==> src/rtl/hazard_ctrl_pkg.sv <==
// Shared CPU pipeline definitions used by the hazard controller and the bench.
package hazard_ctrl_pkg;

  typedef enum logic {
    MemIdle,
    MemWait
  } mem_state_e;

  // Writeback select value that marks a load in EX.
  localparam logic [1:0] WdSelLoad = 2'b01;

endpackage

==> src/rtl/hazard_ctrl.sv <==
// Pipeline hazard controller: data-memory wait stalls with timeout, branch flush,
// load-use bubble insertion and stall/flush statistics.
module hazard_ctrl
  import hazard_ctrl_pkg::*;
#(
  parameter int unsigned TIMEOUT = 255,
  parameter int unsigned CW      = 32
) (
  input  logic          clk,
  input  logic          rst,
  input  logic [4:0]    rf_ra0_id,
  input  logic [4:0]    rf_ra1_id,
  input  logic          rf_re0_id,
  input  logic          rf_re1_id,
  input  logic [4:0]    rf_wa_ex,
  input  logic          rf_we_ex,
  input  logic [1:0]    rf_wd_sel_ex,
  input  logic          npc_sel_ex,
  input  logic          mem_access_mem,
  output logic          dmem_req,
  input  logic          dmem_ack,
  output logic          stall_pc,
  output logic          stall_if_id,
  output logic          stall_id_ex,
  output logic          stall_ex_mem,
  output logic          flush_if_id,
  output logic          flush_id_ex,
  output logic          flush_mem_wb,
  output logic          mem_err,
  output logic [CW-1:0] stall_cycles,
  output logic [CW-1:0] flush_events
);

  localparam int unsigned WCW = ($clog2(TIMEOUT + 1) > 9) ? $clog2(TIMEOUT + 1) : 9;

  mem_state_e     r_state, w_state_d;
  logic           r_dmem_req, w_dmem_req_d;
  logic           r_mem_err, w_mem_err_d;
  logic [WCW-1:0] r_wait_cnt, w_wait_cnt_d, w_wait_inc;
  logic [CW-1:0]  r_stall_cycles, r_flush_events;
  logic           w_mem_stall, w_timeout, w_load_use, w_branch, w_lu_stall;

  always_ff @(posedge clk or posedge rst) begin
    if (rst) begin
      r_state        <= MemIdle;
      r_dmem_req     <= 1'b0;
      r_mem_err      <= 1'b0;
      r_wait_cnt     <= '0;
      r_stall_cycles <= '0;
      r_flush_events <= '0;
    end else begin
      r_state    <= w_state_d;
      r_dmem_req <= w_dmem_req_d;
      r_mem_err  <= w_mem_err_d;
      r_wait_cnt <= w_wait_cnt_d;
      if (stall_pc) r_stall_cycles <= r_stall_cycles + 1'b1;
      if (flush_if_id || flush_id_ex) r_flush_events <= r_flush_events + 1'b1;
    end
  end

  // The access is abandoned on the edge where the counter would reach TIMEOUT.
  always_comb begin
    w_wait_inc = r_wait_cnt + 1'b1;
    w_timeout  = (r_state == MemWait) && !dmem_ack && (w_wait_inc == WCW'(TIMEOUT));
  end

  always_comb begin
    w_state_d    = r_state;
    w_dmem_req_d = r_dmem_req;
    w_mem_err_d  = r_mem_err;
    w_wait_cnt_d = r_wait_cnt;
    w_mem_stall  = 1'b0;
    case (r_state)
      MemIdle: begin
        if (mem_access_mem) begin
          w_state_d    = MemWait;
          w_dmem_req_d = 1'b1;
          w_wait_cnt_d = '0;
          w_mem_stall  = 1'b1;
        end
      end
      MemWait: begin
        if (dmem_ack) begin
          w_state_d    = MemIdle;
          w_dmem_req_d = 1'b0;
        end else if (w_timeout) begin
          w_state_d    = MemIdle;
          w_dmem_req_d = 1'b0;
          w_mem_err_d  = 1'b1;
        end else begin
          w_wait_cnt_d = w_wait_inc;
          w_mem_stall  = 1'b1;
        end
      end
      default: w_state_d = MemIdle;
    endcase
  end

  always_comb begin
    w_load_use = rf_we_ex && (rf_wd_sel_ex == WdSelLoad) && (rf_wa_ex != 5'd0) &&
                 ((rf_re0_id && (rf_ra0_id == rf_wa_ex)) ||
                  (rf_re1_id && (rf_ra1_id == rf_wa_ex)));
    // Memory stall outranks branch, which outranks load-use; all quiet under reset.
    w_branch   = !rst && !w_mem_stall && npc_sel_ex;
    w_lu_stall = !rst && !w_mem_stall && !npc_sel_ex && w_load_use;

    stall_pc     = (!rst && w_mem_stall) || w_lu_stall;
    stall_if_id  = (!rst && w_mem_stall) || w_lu_stall;
    stall_id_ex  = !rst && w_mem_stall;
    stall_ex_mem = !rst && w_mem_stall;
    flush_mem_wb = !rst && w_mem_stall;
    flush_if_id  = w_branch;
    flush_id_ex  = w_branch || w_lu_stall;
  end

  assign dmem_req     = r_dmem_req;
  assign mem_err      = r_mem_err;
  assign stall_cycles = r_stall_cycles;
  assign flush_events = r_flush_events;

endmodule

==> config.mk <==
export PLATFORM = sky130hd
export DESIGN_NAME = hazard_ctrl
export DESIGN_NICKNAME = d
export VERILOG_FILES = /design/src/rtl/hazard_ctrl_pkg.sv /design/src/rtl/hazard_ctrl.sv
export SDC_FILE = /design/constraint.sdc
export NUM_CORES = 1
export LEC_CHECK = 0
export ABC_AREA = 1
export BUFFER_PORTS_ARGS = -buffer_cell sky130_fd_sc_hd__buf_4
export CORE_AREA = 2 2 115 117
export CTS_BUF_LIST = sky130_fd_sc_hd__clkbuf_4
export CTS_CLUSTER_SIZE = 28
export DETAILED_ROUTE_END_ITERATION = 10
export DIE_AREA = 0 0 117 119
export PLACE_DENSITY = 0.62
export SYNTH_ARGS = -nofsm -noshare
export SYNTH_HDL_FRONTEND = slang
export SYNTH_SLANG_ARGS = --single-unit
==> constraint.sdc <==
create_clock -name clk -period 4.8 [get_ports clk]
set_input_delay 0 -clock clk [delete_from_list [all_inputs] [get_ports clk]]
set_output_delay 0 -clock clk [all_outputs]
set_load 0.02 [all_outputs]
Word-level counts from Yosys, hierarchy flattened. Index checks and enable logic that the tools add are counted.

Add/sub/neg operators: 3. $mul: 0. Div/mod/pow operators: 0. Order comparisons: 0. Equal/unequal tests: 8. Shifts and indexed selects: 0. Muxes and demuxes: 12. Bitwise logic cells: 2. Reduce and logical (&&, ||, !) cells: 24.

Operators with widths (count): 32-bit by 1-bit adder with 32-bit output, second input constant (2); 9-bit 2-to-1 mux (3); 9-bit one-hot mux with 2 select lines (1); 1-bit logical AND (12); 5-bit equality test (2); 9-bit by 1-bit adder with 9-bit output, second input constant (1); 9-bit by 8-bit equality test with 1-bit output, second input constant (1); 1-bit 2-to-1 mux (6); 2-bit inequality test, second input constant (3); 3-bit AND reduction (2); 5-bit nonzero test (1); 1-bit zero test (4); 1-bit logical OR (4); 1-bit one-hot mux with 2 select lines (2); 3-bit by 2-bit inequality test with 1-bit output, second input constant (1); 2-bit by 1-bit equality test with 1-bit output, second input constant (1); 1-bit NOT (2); 2-bit AND reduction (1).

Bits in registers: 76. Bits in latches: 0. RAM bits: 0. Bits in read-only memories: 0. Memories kept: 0.

Longest topological paths before layout.
Depth in word-level cells: 12. Mapped depth: 15. Mapped depth without buffers: 14.

Worst setup path after synthesis. No wires, ideal clock.

Path kind: input -> register. Start: input rst. End: register r_flush_events[29], in the netlist flush_events[29]. Setup time: 0.120 ns. Arrival: 2.540 ns. Required time: 4.680 ns. Path slack: 2.140 ns. Stages on the path: 6. Buffers on the path: 2. Cell sequence: inv_1 -> nand4_4 -> buf_6 -> buf_6 -> nand3_1 -> nand2_1.

Word-level cells in the longest chain between the ends: 6. Elaborated cells on any way between the ends: 7.

RTL lines: start: declaration (RTL line hazard_ctrl.sv:10) `input logic rst,`; 1-bit zero test (*) (RTL line hazard_ctrl.sv:104, hazard_ctrl.sv:105); 1-bit logical AND (*) (RTL line hazard_ctrl.sv:104, hazard_ctrl.sv:105); 1-bit logical AND (2 in a row) (RTL line hazard_ctrl.sv:105) `w_lu_stall = !rst && !w_mem_stall && !npc_sel_ex && w_load_use;`; 1-bit logical OR (RTL line hazard_ctrl.sv:113) `flush_id_ex = w_branch || w_lu_stall;`; 1-bit logical OR (*) (RTL line hazard_ctrl.sv:57) `if (flush_if_id || flush_id_ex) r_flush_events <= r_flush_events + 1'b1;`; end signal: assignment (RTL line hazard_ctrl.sv:57); end: declaration (RTL line hazard_ctrl.sv:40) `logic [CW-1:0] r_stall_cycles, r_flush_events;`.

Every way passes the cells marked *; elsewhere a longest branch is shown, timed or not. A chain may end at the register's enable or synchronous reset.

Worst setup path in the final report.
Start: input rst. End: output flush_id_ex.

Word-level cells in the longest chain between the ends: 5. Elaborated cells on any way between the ends: 6.

RTL lines: 1-bit zero test (*) (RTL line hazard_ctrl.sv:104, hazard_ctrl.sv:105); 1-bit logical AND (*) (RTL line hazard_ctrl.sv:104, hazard_ctrl.sv:105); 1-bit logical AND (2 in a row) (RTL line hazard_ctrl.sv:105); 1-bit logical OR (*) (RTL line hazard_ctrl.sv:113); end: declaration (RTL line hazard_ctrl.sv:27) `output logic flush_id_ex,`.

Marks and branches as above.

==> metrics.md <==
| Metric | Value |
|---|---|
| Status | `completed` |
| Final wirelength | `13.3 mm` |
| Routed Antenna Nets | `0` |
| Sw frac | `0.348` |
| Dpl cell area | `5710 um2` |
| First-pass DRT Iterations | `5` |
| CP Cell Sequence | `dlygate4sd3_1 > buf_4 > dlygate4sd3_1 > clkinv_2 > buf_4 > nand4_4 > nand2_2 > buf_4` |
| First-pass GRT wire length | `approximately 22 mm` |
| Max-cap violations | `0` |
| Net Sw Power | `0.000483 W` |
| Row count | `42` |
| Comb power frac | `0.218` |
| Design Area, Final | `5870 um2` |
| Hold_sp | `npc_sel_ex` |
| Critical path's largest stage delay | `about 0.8 ns` |
| RSZ-0062 raised after global routing | `no` |
| GRT overflow | `0` |
| Cell family with the largest share of critical-path delay | `buffers and inverters` |
| Most common cell on crit path | `buf_4` |
| Leading cell type in the layout, fill and taps excluded | `nand2_1` |
| Detailed placement HPWL | `9.09 mm` |
| Crit. End Element | `primary output` |
| Share of layout cells above drive strength 1 | `0.169` |
| Worst-skew pair later-pin latency | `0.45 ns` |
| Vias in the first global route | `4601` |
| Final Skew | `about 0.022 ns` |
| Arr. time, crit path | `4.01 ns` |
| Clk pin slew, worst setup/hold paths | `0.13 ns` |
| Max VDD drop | `189 uV` |
| Area grow syn2layout | `18.5%` |
| Tot Pwr | `roughly 0.0014 W` |
| Synth warn | `0` |
| Worst r2r src | `r_wait_cnt[0]` |
| Distinct cells, synth | `29` |
| Number of buffers created by CTS | `9` |
| Crit path max-delay cell type | `buf_4` |
| Slew Limit Headroom | `0.276` |
| Slew @ Worst Pin | `between 1 and 1.5 ns` |
| Avg Cell Area, Syn | `approximately 7.3 um2` |
| Most frequent cells in the layout | `241 x nand2_1, 98 x buf_4, 91 x nand3_1` |
| WP buf/inv | `6` |
| Sequential area share after synthesis | `0.384` |
| WL/cell | `14.0 um` |
| Setup crit start kind | `input port` |
| Final setup vio count | `0` |
| Largest net degree at the start of global routing | `72` |
| Worst-path fanout max | `72` |
| Power density cells | `237 nW/um2` |
| Io pins | `98` |
| TritonCTS Sinks | `76` |
| Setup TNS Final | `0 ns` |
| Total die area | `13900 um2` |
| Hold crit path type | `input port to flop` |
| Fmax | `roughly 250 MHz` |
| Final Hold Viols | `0` |
| Fin crit share | `0.836` |
| Net Count, Synth | `708` |
| Antenna cells | `0` |
| Clock tree buffer depth | `2` |
| WHS | `approximately 0.26 ns` |
| Starting Density | `0.385` |
| Leak | `around 3.0 nW` |
| IO Port Bufs | `97` |
| DR iter-0 viols | `255` |
| DRC violations left | `0` |
| Tot GR Track Use | `0.196` |
| Via count | `4775` |
| H-tree Lvls | `3` |
| Core area | `12900 um2` |
| Yosys reg bits | `76` |
| Cell area after synthesis | `4960 um2` |
| Die Wd | `~120 um` |
| Critical path required time | `4.80 ns` |
| Critical setup path kind | `input port to primary output` |
| P_int | `between 0.0009 and 0.001 W` |
| Initial antenna violation count | `0` |
| Root buf cell | `clkbuf_4` |
| Fin nets | `~800` |
| Fin crit period | `4.01 ns` |
| Clock share of power | `0.246` |
| Via/cell ratio | `just over 5` |
| DIE HEIGHT | `~120 um` |
| CTS tree | `yes` |
| Seq pwr share | `0.535` |
| Cells after synthesis | `679` |
| Final Max Slew Viols | `0` |
| RD Place Congestion | `around 0.95` |
| CP Launch Point | `rst` |
worst paths after layout:
check	endpoint	slack, ns	cells past startpoint
min in group asynchronous	dmem_req	0.57	4
worst max register to register	flush_events[28]	1.69	12
max in group asynchronous	stall_cycles[16]	3.03	5
worst max-delay path	flush_id_ex	0.79	8
worst min register to register	dmem_req	0.53	2
worst min-delay path	flush_events[3]	0.26	4
logic make-up after synthesis:
family | Yosys count | share of synthesized area
DFF | 76 | 0.384
buffers and inverters | 71 | 0.0762
AOI/OAI and AO/OA | 18 | 0.0202
xor gates and xnor gates | 61 | 0.108
and+or+nand+nor | 449 | 0.402
adders and majority gates | 4 | 0.0101
power by group through the flow:
| stage | Sequential (W) | Combinational, W | Clock [W] |
|---|---|---|---|
| after detailed placement | 0.000754 | 0.000301 | 0 |
| after global routing | 0.000752 | 0.000334 | 0.000377 |
| final | 0.000743 | 0.000303 | 0.000342 |
| after CTS | 0.000743 | 0.000305 | 0.000356 |
| after floorplan | 0.000780 | 0.000162 | 0 |
| after global placement | 0.000752 | 0.000297 | 0 |
metal layers:
layer | share of wire | track usage | vias to the layer above
li1 | - | - | 2365
met1 | 0.44 | 0.259 | 2261
met2 | 0.49 | 0.325 | 129
met3 | 0.046 | 0.0300 | 20
met4 | 0.017 | 0.0662 | 0
met5 | 0 | 0 | -
flip-flops by register name, summed over array words and instances, names as in the netlist:
name	count
mem_err	1
stall_cycles	32
r_wait_cnt	9
flush_events	32
dmem_req	1
r_state	1
tightest hold or removal path, delay by kind of cell:
family | cells | cell delay (ns)
and+or+nand+nor | 3 | 0.56
buffers and inverters | 1 | 0.13
through the flow:
stage	setup WS, ns	util	instances
2_1_floorplan	2.14	-	679
3_3_place_gp	1.45	0.444	929
3_5_place_dp	1.31	0.444	929
4_1_cts	0.282	0.455	949
5_1_grt	0.365	0.456	950
6_report	0.788	0.456	950
Yosys cell counts, drive strengths merged:
master,count,share of area
nor2,60,0.047
nor3,19,0.020
a21oi,1,0.0010
nand4,16,0.026
o22ai,3,0.0038
nand2,247,0.19
nor4,12,0.015
inv,47,0.036
o21bai,1,0.0015
nand3,93,0.096
xnor2,24,0.042
clkbuf,2,0.0015
dfrtp,76,0.38
or2,1,0.0013
ha,4,0.010
buf,22,0.039
nand3b,1,0.0015
o21ai,13,0.014
xor2,37,0.065
layout make-up:
type	count	area, um2
flip-flops and latches	76	1900
repair buffers	102	776
inverters	47	178
fillers	1322	7000
clock buffers	10	75.1
well taps	176	220
clock inverters	6	31.3
multi-input cells	533	2690
repair_timing:
item	4_1_cts	5_1_grt
endpoints found under the hold margin	13	0
gates resized for setup	0	0
endpoints found under the setup margin	0	1
buffers inserted	0	0
hold buffers	4	0
Note: power is estimated with default switching activity, not from simulation.
